[src/rtl/alu_accumulator_if.sv]
// Operation/result bundle of alu_accumulator: request handshake in, accumulator and flags out.
interface alu_accumulator_if #(
    parameter int WIDTH = 4
);
    logic [WIDTH-1:0]   a;
    logic [2:0]         fn;
    logic               in_valid;
    logic               in_ready;
    logic               clear;
    logic [2*WIDTH-1:0] acc;
    logic               out_valid;
    logic               carry;
    logic               zero;

    modport master (
        output a, fn, in_valid, clear,
        input  in_ready, acc, out_valid, carry, zero
    );

    modport slave (
        input  a, fn, in_valid, clear,
        output in_ready, acc, out_valid, carry, zero
    );
endinterface

[src/rtl/alu_accumulator.sv]
// WIDTH-bit ALU with a 2*WIDTH-bit accumulator feedback and an iterative shift-add multiplier.
// Optional registered carry/zero flags are built only when ALU_ACC_FLAGS_EN is defined.
module alu_accumulator #(
    parameter int WIDTH = 4
) (
    input  logic             clock,
    input  logic             reset,
    alu_accumulator_if.slave bus
);
    localparam int AW    = 2 * WIDTH;
    localparam int CNT_W = $clog2(WIDTH + 1);

    localparam logic [0:0] ST_IDLE = 1'b0;
    localparam logic [0:0] ST_MUL  = 1'b1;

    localparam logic [2:0] FN_INC = 3'b000;
    localparam logic [2:0] FN_ADD = 3'b001;
    localparam logic [2:0] FN_SUB = 3'b010;
    localparam logic [2:0] FN_LOG = 3'b011;
    localparam logic [2:0] FN_AND = 3'b100;
    localparam logic [2:0] FN_SHL = 3'b101;
    localparam logic [2:0] FN_SHR = 3'b110;
    localparam logic [2:0] FN_MUL = 3'b111;

    // Single-cycle result; operands are zero-extended to the accumulator width.
    function automatic logic [AW-1:0] alu_result(
        input logic [WIDTH-1:0] op_a,
        input logic [WIDTH-1:0] op_b,
        input logic [2:0]       op_fn
    );
        logic [AW-1:0] a_x;
        logic [AW-1:0] b_x;
        logic          oob;
        a_x = AW'(op_a);
        b_x = AW'(op_b);
        oob = (32'(op_a) >= 32'(AW));
        case (op_fn)
            FN_INC:  alu_result = a_x + AW'(1'b1);
            FN_ADD:  alu_result = a_x + b_x;
            FN_SUB:  alu_result = a_x - b_x;
            FN_LOG:  alu_result = {op_a | op_b, op_a ^ op_b};
            FN_AND:  alu_result = AW'(|(op_a & op_b));
            FN_SHL:  alu_result = oob ? {AW{1'b0}} : (b_x << op_a);
            FN_SHR:  alu_result = oob ? {AW{1'b0}} : (b_x >> op_a);
            default: alu_result = {AW{1'b0}};
        endcase
    endfunction

    logic [0:0]       state_q, state_d;
    logic             ready_q, ready_d;
    logic [AW-1:0]    acc_q, acc_d;
    logic             out_valid_q, out_valid_d;
    logic [AW-1:0]    mcand_q, mcand_d;
    logic [WIDTH-1:0] mplier_q, mplier_d;
    logic [AW-1:0]    psum_q, psum_d;
    logic [CNT_W-1:0] cnt_q, cnt_d;

    logic [WIDTH-1:0] op_b_s;
    logic [AW-1:0]    alu_res_s;
    logic [AW-1:0]    mul_step_s;
    logic             accept_s;
    logic             mul_last_s;

    assign op_b_s     = acc_q[WIDTH-1:0];
    assign alu_res_s  = alu_result(bus.a, op_b_s, bus.fn);
    assign accept_s   = bus.in_valid & ready_q;
    assign mul_step_s = psum_q + (mplier_q[0] ? mcand_q : {AW{1'b0}});
    assign mul_last_s = (cnt_q == CNT_W'(WIDTH - 1));

    // Next-state: clear beats everything, then accept (IDLE) or one multiply iteration (MUL).
    always_comb begin
        state_d     = state_q;
        acc_d       = acc_q;
        out_valid_d = 1'b0;
        mcand_d     = mcand_q;
        mplier_d    = mplier_q;
        psum_d      = psum_q;
        cnt_d       = cnt_q;
        case (state_q)
            ST_IDLE: begin
                if (bus.clear) begin
                    acc_d = {AW{1'b0}};
                end else if (accept_s) begin
                    if (bus.fn == FN_MUL) begin
                        mcand_d  = AW'(bus.a);
                        mplier_d = op_b_s;
                        psum_d   = {AW{1'b0}};
                        cnt_d    = {CNT_W{1'b0}};
                        state_d  = ST_MUL;
                    end else begin
                        acc_d       = alu_res_s;
                        out_valid_d = 1'b1;
                    end
                end else begin
                    state_d = ST_IDLE;
                end
            end
            ST_MUL: begin
                if (bus.clear) begin
                    acc_d   = {AW{1'b0}};
                    state_d = ST_IDLE;
                end else if (mul_last_s) begin
                    acc_d       = mul_step_s;
                    out_valid_d = 1'b1;
                    state_d     = ST_IDLE;
                end else begin
                    psum_d   = mul_step_s;
                    mcand_d  = mcand_q << 1;
                    mplier_d = mplier_q >> 1;
                    cnt_d    = cnt_q + CNT_W'(1'b1);
                end
            end
            default: begin
                state_d = ST_IDLE;
            end
        endcase
        ready_d = (state_d == ST_IDLE);
    end

    // Datapath and control registers; reset aborts any multiply immediately.
    always_ff @(posedge clock or posedge reset) begin
        if (reset) begin
            state_q     <= ST_IDLE;
            ready_q     <= 1'b1;
            acc_q       <= {AW{1'b0}};
            out_valid_q <= 1'b0;
            mcand_q     <= {AW{1'b0}};
            mplier_q    <= {WIDTH{1'b0}};
            psum_q      <= {AW{1'b0}};
            cnt_q       <= {CNT_W{1'b0}};
        end else begin
            state_q     <= state_d;
            ready_q     <= ready_d;
            acc_q       <= acc_d;
            out_valid_q <= out_valid_d;
            mcand_q     <= mcand_d;
            mplier_q    <= mplier_d;
            psum_q      <= psum_d;
            cnt_q       <= cnt_d;
        end
    end

    assign bus.acc       = acc_q;
    assign bus.out_valid = out_valid_q;
    assign bus.in_ready  = ready_q;

`ifdef ALU_ACC_FLAGS_EN
    // Carry out of bit WIDTH for increment/add, borrow for subtract, 0 otherwise.
    function automatic logic alu_carry(
        input logic [WIDTH-1:0] op_a,
        input logic [WIDTH-1:0] op_b,
        input logic [2:0]       op_fn
    );
        logic [WIDTH:0] sum;
        case (op_fn)
            FN_INC: begin
                sum       = {1'b0, op_a} + (WIDTH + 1)'(1'b1);
                alu_carry = sum[WIDTH];
            end
            FN_ADD: begin
                sum       = {1'b0, op_a} + {1'b0, op_b};
                alu_carry = sum[WIDTH];
            end
            FN_SUB:  alu_carry = (op_a < op_b);
            default: alu_carry = 1'b0;
        endcase
    endfunction

    logic carry_q, carry_d;
    logic zero_q, zero_d;

    // Flags follow every acc write; a multiply result never carries.
    always_comb begin
        carry_d = carry_q;
        zero_d  = zero_q;
        if (bus.clear) begin
            carry_d = 1'b0;
            zero_d  = 1'b1;
        end else if (out_valid_d) begin
            carry_d = (state_q == ST_IDLE) ? alu_carry(bus.a, op_b_s, bus.fn) : 1'b0;
            zero_d  = (acc_d == {AW{1'b0}});
        end else begin
            carry_d = carry_q;
        end
    end

    // Flag registers.
    always_ff @(posedge clock or posedge reset) begin
        if (reset) begin
            carry_q <= 1'b0;
            zero_q  <= 1'b1;
        end else begin
            carry_q <= carry_d;
            zero_q  <= zero_d;
        end
    end

    assign bus.carry = carry_q;
    assign bus.zero  = zero_q;
`else
    assign bus.carry = 1'b0;
    assign bus.zero  = 1'b0;
`endif
endmodule

[src/flat_wrapper.sv]
// flat-port wrapper written by rule: the top's interface ports become plain ports
module alu_accumulator_flat 
#(
    parameter int WIDTH = 4
)
  (clock, reset, bus_a, bus_fn, bus_in_valid, bus_clear, bus_in_ready, bus_acc, bus_out_valid, bus_carry, bus_zero);
  alu_accumulator_if #(.WIDTH(WIDTH)) bus_i ();
  input  logic clock;
  input  logic reset;
  input wire logic [$bits(bus_i.a)-1:0] bus_a;
  input wire logic [$bits(bus_i.fn)-1:0] bus_fn;
  input wire logic [$bits(bus_i.in_valid)-1:0] bus_in_valid;
  input wire logic [$bits(bus_i.clear)-1:0] bus_clear;
  output wire logic [$bits(bus_i.in_ready)-1:0] bus_in_ready;
  output wire logic [$bits(bus_i.acc)-1:0] bus_acc;
  output wire logic [$bits(bus_i.out_valid)-1:0] bus_out_valid;
  output wire logic [$bits(bus_i.carry)-1:0] bus_carry;
  output wire logic [$bits(bus_i.zero)-1:0] bus_zero;
  assign bus_i.a = bus_a;
  assign bus_i.fn = bus_fn;
  assign bus_i.in_valid = bus_in_valid;
  assign bus_i.clear = bus_clear;
  assign bus_in_ready = bus_i.in_ready;
  assign bus_acc = bus_i.acc;
  assign bus_out_valid = bus_i.out_valid;
  assign bus_carry = bus_i.carry;
  assign bus_zero = bus_i.zero;
  alu_accumulator #(.WIDTH(WIDTH)) u_core (.clock(clock), .reset(reset), .bus(bus_i));
endmodule
[config.mk]
export PLATFORM = sky130hd
export DESIGN_NAME = alu_accumulator_flat
export DESIGN_NICKNAME = d
export VERILOG_FILES = /design/src/rtl/alu_accumulator_if.sv /design/src/rtl/alu_accumulator.sv /design/src/flat_wrapper.sv
export SDC_FILE = /design/constraint.sdc
export NUM_CORES = 1
export LEC_CHECK = 0
export ABC_AREA = 0
export BUFFER_PORTS_ARGS = -buffer_cell sky130_fd_sc_hd__buf_4
export CAP_MARGIN = 20
export CORE_UTILIZATION = 60
export CTS_CLUSTER_SIZE = 14
export DETAILED_ROUTE_END_ITERATION = 8
export PLACE_DENSITY = 0.8
export SYNTH_ARGS = -nofsm -noshare
export SYNTH_HDL_FRONTEND = slang
export SYNTH_SLANG_ARGS = --single-unit
[constraint.sdc]
create_clock -name clock -period 2.78 [get_ports clock]
set_input_delay 0.417 -clock clock [delete_from_list [all_inputs] [get_ports clock]]
set_output_delay 0.417 -clock clock [all_outputs]
set_load 0.03 [all_outputs]
======== Word-level counts from Yosys, hierarchy flattened ========
Cells that the tools add are included.
storage, ports and cells
  output and inout port bits .............. 12
  bits in registers ....................... 34
  logic and storage cells ................. 88
operators by class
  mux-type cells .......................... 46
  eq/ne operators ......................... 16
  bitwise logic cells ..................... 6
  shift-type cells ........................ 2
  reduce and logical (&&, ||, !) cells .... 4
  $add $sub $neg .......................... 5
  order comparisons ....................... 1
operator list
  operator                                                                count
  8-bit 2-to-1 mux                                                        18
  8-bit case mux with 7 select lines                                      1
  8-bit case mux with 2 select lines                                      3
  4-bit 2-to-1 mux                                                        5
  3-bit 2-to-1 mux                                                        5
  3-bit equality test (second input constant)                             4
  1-bit 2-to-1 mux                                                        10
  3-bit by 2-bit equality test with 1-bit output (second input constant)  3
  8-bit adder                                                             1
  4-bit case mux with 2 select lines                                      1
  4-bit by 4-bit left shift with 8-bit output                             1
  4-bit by 4-bit >> shifter with 8-bit output                             1
  2-bit != test (second input constant)                                   3
  3-bit != test (second input constant)                                   2
  3-bit case mux with 2 select lines                                      1
  4-bit by 1-bit adder with 5-bit output (second input constant)          1
  4-bit by 4-bit adder with 5-bit output                                  1
  5-bit AND reduction                                                     1
  4-bit by 4-bit subtractor with 5-bit output                             1
  4-bit bitwise AND                                                       1
  4-bit greater-or-equal comparator (second input constant)               1
  2-bit by 1-bit != test with 1-bit output (second input constant)        2
  4-bit OR                                                                1
  1-bit case mux with 2 select lines                                      2
  9 further kinds                                                         10

======== Logic depth before layout (Yosys ltp) ========
  word-level depth ........................ 7
  depth in mapped cells ................... 10
  depth with buffers taken out ............ 9

======== Worst setup path before layout ========
No wires, ideal clock.
  path kind ............................... input-to-reg
  start point ............................. input port bus_a[0]
  end point ............................... register u_core.acc_q[6] (netlist: u_core.bus.acc[6])
  required time ........................... 2.654 ns
  arrival ................................. 2.072 ns
  cell stages on the path ................. 9
  setup slack ............................. 0.582 ns
  setup time .............................. 0.126 ns
  path through ............................ clkbuf_1 -> inv_1 -> ha_1 -> inv_1 -> fa_1 -> a21oi_1 -> o21ai_0 -> o2111ai_1 -> a221o_1
on the way
  word-level cells in the longest chain between the ends .. 7
  elaborated cells between the ends (all ways) .. 11
  those cells by class .................... 1 x add/sub; 1 x order compare; 2 x shift; 7 x mux
ends and longest elaborated chain
  element                                                          RTL line                                      text
  start: declaration                                               flat_wrapper.sv:10                            input wire logic [$bits(bus_i.a)-1:0] bus_a;
  4-bit greater-or-equal comparator, or another cell as far along  alu_accumulator.sv:36                         oob = (32'(op_a) >= 32'(AW));
  8-bit 2-to-1 mux (on tied branches)                              alu_accumulator.sv:44, alu_accumulator.sv:43
  8-bit case mux with 7 select lines *                             alu_accumulator.sv:37                         case (op_fn)
  8-bit 2-to-1 mux *                                               alu_accumulator.sv:84                         if (bus.fn == FN_MUL) begin
  8-bit 2-to-1 mux *                                               alu_accumulator.sv:83                         end else if (accept_s) begin
  8-bit 2-to-1 mux *                                               alu_accumulator.sv:81                         if (bus.clear) begin
  8-bit case mux with 2 select lines *                             alu_accumulator.sv:79                         case (state_q)
  end signal: assignment                                           alu_accumulator.sv:125                        acc_q <= {AW{1'b0}};
  end: declaration                                                 alu_accumulator.sv:51                         logic [AW-1:0] acc_q, acc_d;
Every way passes the cells marked *; elsewhere a longest branch is shown, timed or not. The select of a mux whose other input is x is not followed.
A chain may end at the register's enable or synchronous reset.

======== Final worst setup path ========
  start point ............................. register u_core.mplier_q[0]
  end point ............................... register u_core.acc_q[7] (netlist: u_core.bus.acc[7])
on the way
  word-level cells in the longest chain between the ends .. 5
ends and longest elaborated chain
  element                             RTL line                text
  start: declaration                  alu_accumulator.sv:54   logic [WIDTH-1:0] mplier_q, mplier_d;
  start signal: assignment            alu_accumulator.sv:128  mplier_q <= {WIDTH{1'b0}};
  start signal: assignment            alu_accumulator.sv:137  mplier_q <= mplier_d;
  8-bit 2-to-1 mux                    alu_accumulator.sv:67   assign mul_step_s = psum_q + (mplier_q[0] ? mcand_q : {AW{1'b0}});
  8-bit adder                         alu_accumulator.sv:67
  8-bit 2-to-1 mux                    alu_accumulator.sv:102  end else if (mul_last_s) begin
  8-bit 2-to-1 mux                    alu_accumulator.sv:99   if (bus.clear) begin
  8-bit case mux with 2 select lines  alu_accumulator.sv:79
No other way between the ends. The select of a mux whose other input is x is not followed.

==> impl_metrics.tcl <==
set metrics [dict create \
    setup_tns_ns 0 \
    slew_viol_final 0 \
    ys_ff_latch 34 \
    max_freq_mhz 424 \
    fillers 338 \
    rsz0062_at_grt "no" \
    pre_cts_slack_ns 0.330 \
    final_cells 368 \
    critPathMaxStageDelay_ns 0.46 \
    numCtsBuffers 5 \
    diodes 0 \
    synthFlopType "dfrtp_1" \
    path_class "reg2reg" \
    crit_family "compound AO/OA/AOI/OAI gates" \
    grt_start_max_net_pins 38 \
    core_area_um2 4120 \
    cts-resized-gates 0 \
    crit_buf_inv 0 \
    vias 2310 \
    synth_top_area_frac 0.313 \
    cts_tree "yes" \
    grt_overflow 0 \
    ctsLongestPathBuffers 2 \
    antenna_found_initial 0 \
    cp.required_ns 2.95 \
    dieWidth_um 68.3 \
    rr_endpoint "u_core.bus.acc[7]" \
    start_kind "flip-flop" \
    outcome "finished, final reports clean" \
    die_area_um2 4660 \
    ctsRootBufferMaster "clkbuf_8" \
    total_power_mw 1.46 \
    cts_hold_buf 0 \
    h-tree-depth 2 \
    timing.rr.start "u_core.mplier_q[0]" \
    ff2ff_path_depth 7 \
    clk_pin_slew_worst_paths_ns 0.08 \
    worstPathMaxFanout 9 \
    yosys_warnings 0 \
    vias_per_cell 6.28 \
    maxCapViolations 0 \
    rows 23 \
    yosysUniqueCellTypes 54 \
    start_util 0.641 \
    crit_arrival_ns 2.53 \
    port-buffer-count 20 \
    fin_worst_skew_ns 0.0107 \
    layout_setup_ws_ns 0.420 \
    hold_class "in2async" \
    dp_hpwl_um 4850 \
    layout_min_cycle_time_ns 2.36 \
    power_density_nw_per_um2 493 \
    gp_congestion 0.967 \
    firstDrtPassIters 5 \
    syn_avg_cell_area_um2 8.76 \
    first_global_vias 2119 \
    nNetsFinal 357 \
    clock-sinks 34 \
    pin_count 23 \
    synth_area_um2 2640 \
    hold_ws_ns 0.215 \
    synth_edf_count 0 \
    syn_inst 301 \
    dr.first_iter.drc_count 228 \
    relSlewSlack 0.584 \
    dpl.cell_count 360 \
    postCtsSetupBuffers 0 \
    finalHoldViolCount 0 \
    areaGrowthSynthToFinish_pct 11.9 \
    die_h_um 68.3 \
    grt_pass1_wl_um 10500 \
    leakagePower_nw 1.42 \
    drc 0 \
    yosysTopAreaCell "dfrtp_1" \
    wirelength_um 6550 \
    drive_above_1_share 0.126 \
    grtUsageTotal 0.311 \
    peakVddDrop_mv 0.358 \
    end_kind "flip-flop" \
    wl_per_cell_um 17.8 \
    synthArstFlopShare 1.00 \
    worst_pin_slew_ns 0.623 \
    crit_chain "and2_1, ha_1, a211oi_1, o21ai_0, a31oi_1, xnor2_1, a221o_1" \
    ant_nets 0 \
    seq_area_frac_synth 0.323 \
    rrSetupSlack_ns 0.42 \
    netlist_top_cells_area "dfrtp_1 31%, ha_1 12%, nand2_1 5.3%" \
    fin_crit_sh 0.849 \
    cpMaxStageDelayCell "dfrtp_1" \
    clock_latency_ns 0.30 \
    setup_viol 0 \
]
==> tightest hold or removal path, stage by stage <==
cell	delay, ns
buf_4	0.10
inv_1	0.05
buf_4	0.37
==> report_power, final <==
part | switching (mW) | internal, mW | total, mW
sequential | 0.0527 | 0.539 | 0.591
clock | 0.196 | 0.359 | 0.555
combinational | 0.187 | 0.122 | 0.309
total | 0.435 | 1.02 | 1.46
==> routing by layer <==
metal / part of all wire / track usage
met4: 0.017 / 0.112
met1: 0.45 / 0.425
met3: 0.065 / 0.0600
met5: 0 / 0
met2: 0.47 / 0.487
==> through the flow <==
stage,util,area (um^2)
5_1_grt,0.717,2950
6_report,0.717,2950
2_1_floorplan,-,2640
4_1_cts,0.717,2950
3_3_place_gp,0.683,2810
3_5_place_dp,0.683,2810
==> cells by family after synthesis <==
group,Yosys count,synth area share
simple gates,106,0.205
mux,13,0.0503
buf+inv,29,0.0455
fa+ha+maj,29,0.146
flops,34,0.323
compound gates,79,0.195
xor+xnor,10,0.0332
other cells,1,0.00142
==> synthesized netlist by cell type (all sizes together), types with 2 or more instances <==
cell type / n
nand2: 37
dfrtp: 33
ha: 26
o21ai: 22
a21oi: 19
inv: 12
nand3: 12
mux2i: 11
clkbuf: 10
and2: 9
nor2: 9
nor3: 8
xnor2: 7
and3: 6
buf: 6
a21o: 4
a22o: 4
a31oi: 4
nand2b: 4
nand3b: 4
or2: 4
a221o: 3
fa: 3
o21bai: 3
xor2: 3
a211oi: 2
a32oi: 2
mux2: 2
nor2b: 2
nor3b: 2
o2111ai: 2
o211a: 2
o22ai: 2
o31ai: 2
o32a: 2
or3: 2
or4: 2
==> area by class of cell <==
| cell class | instances | area [um^2] | share of cell area |
|---|---|---|---|
| Clock buffer | 5 | 68.8 | 0.0233 |
| Clock inverter | 3 | 68.8 | 0.0233 |
| Inverter | 13 | 48.8 | 0.0165 |
| Multi-Input combinational cell | 239 | 1670 | 0.566 |
| Sequential cell | 34 | 852 | 0.289 |
| Tap cell | 50 | 62.6 | 0.0212 |
| Timing Repair Buffer | 24 | 180 | 0.0611 |
==> flip-flops by register name (all words and copies together) (netlist names) <==
register	count
u_core.bus.acc	8
u_core.bus.in_ready	1
u_core.bus.out_valid	1
u_core.cnt_q	3
u_core.mcand_q	8
u_core.mplier_q	4
u_core.psum_q	8
u_core.state_q	1
==> how the worst max path moves through the flow <==
| stage | from | cells after the start | endpoint |
|---|---|---|---|
| 2_1_floorplan | bus_a[0] | 9 | u_core.bus.acc[6] |
| 3_3_place_gp | bus_fn[1] | 10 | u_core.bus.acc[4] |
| 3_5_place_dp | bus_fn[1] | 10 | u_core.bus.acc[4] |
| 4_1_cts | u_core.mplier_q[0] | 8 | u_core.bus.acc[6] |
| 5_1_grt | u_core.mplier_q[0] | 7 | u_core.bus.acc[7] |
| 6_report | u_core.mplier_q[0] | 7 | u_core.bus.acc[7] |
==> layout by cell type, fill, tap and decap left out, types with 3 or more instances in the layout <==
| cell type | instances |
|---|---|
| nand2_1 | 37 |
| dfrtp_1 | 33 |
| ha_1 | 26 |
| buf_4 | 24 |
| o21ai_0 | 22 |
| a21oi_1 | 19 |
| nand3_1 | 12 |
| inv_1 | 11 |
| mux2i_1 | 11 |
| nor2_1 | 9 |
| and2_1 | 9 |
| nor3_1 | 8 |
| xnor2_1 | 7 |
| and3_1 | 6 |
| clkbuf_8 | 5 |
| or2_2 | 4 |
| nand2b_1 | 4 |
| a22o_1 | 4 |
| nand3b_1 | 4 |
| a21o_1 | 4 |
| a31oi_1 | 4 |
| xor2_1 | 3 |
| o21bai_1 | 3 |
| a221o_1 | 3 |
| fa_1 | 3 |
(Power assumes the default switching activity.)
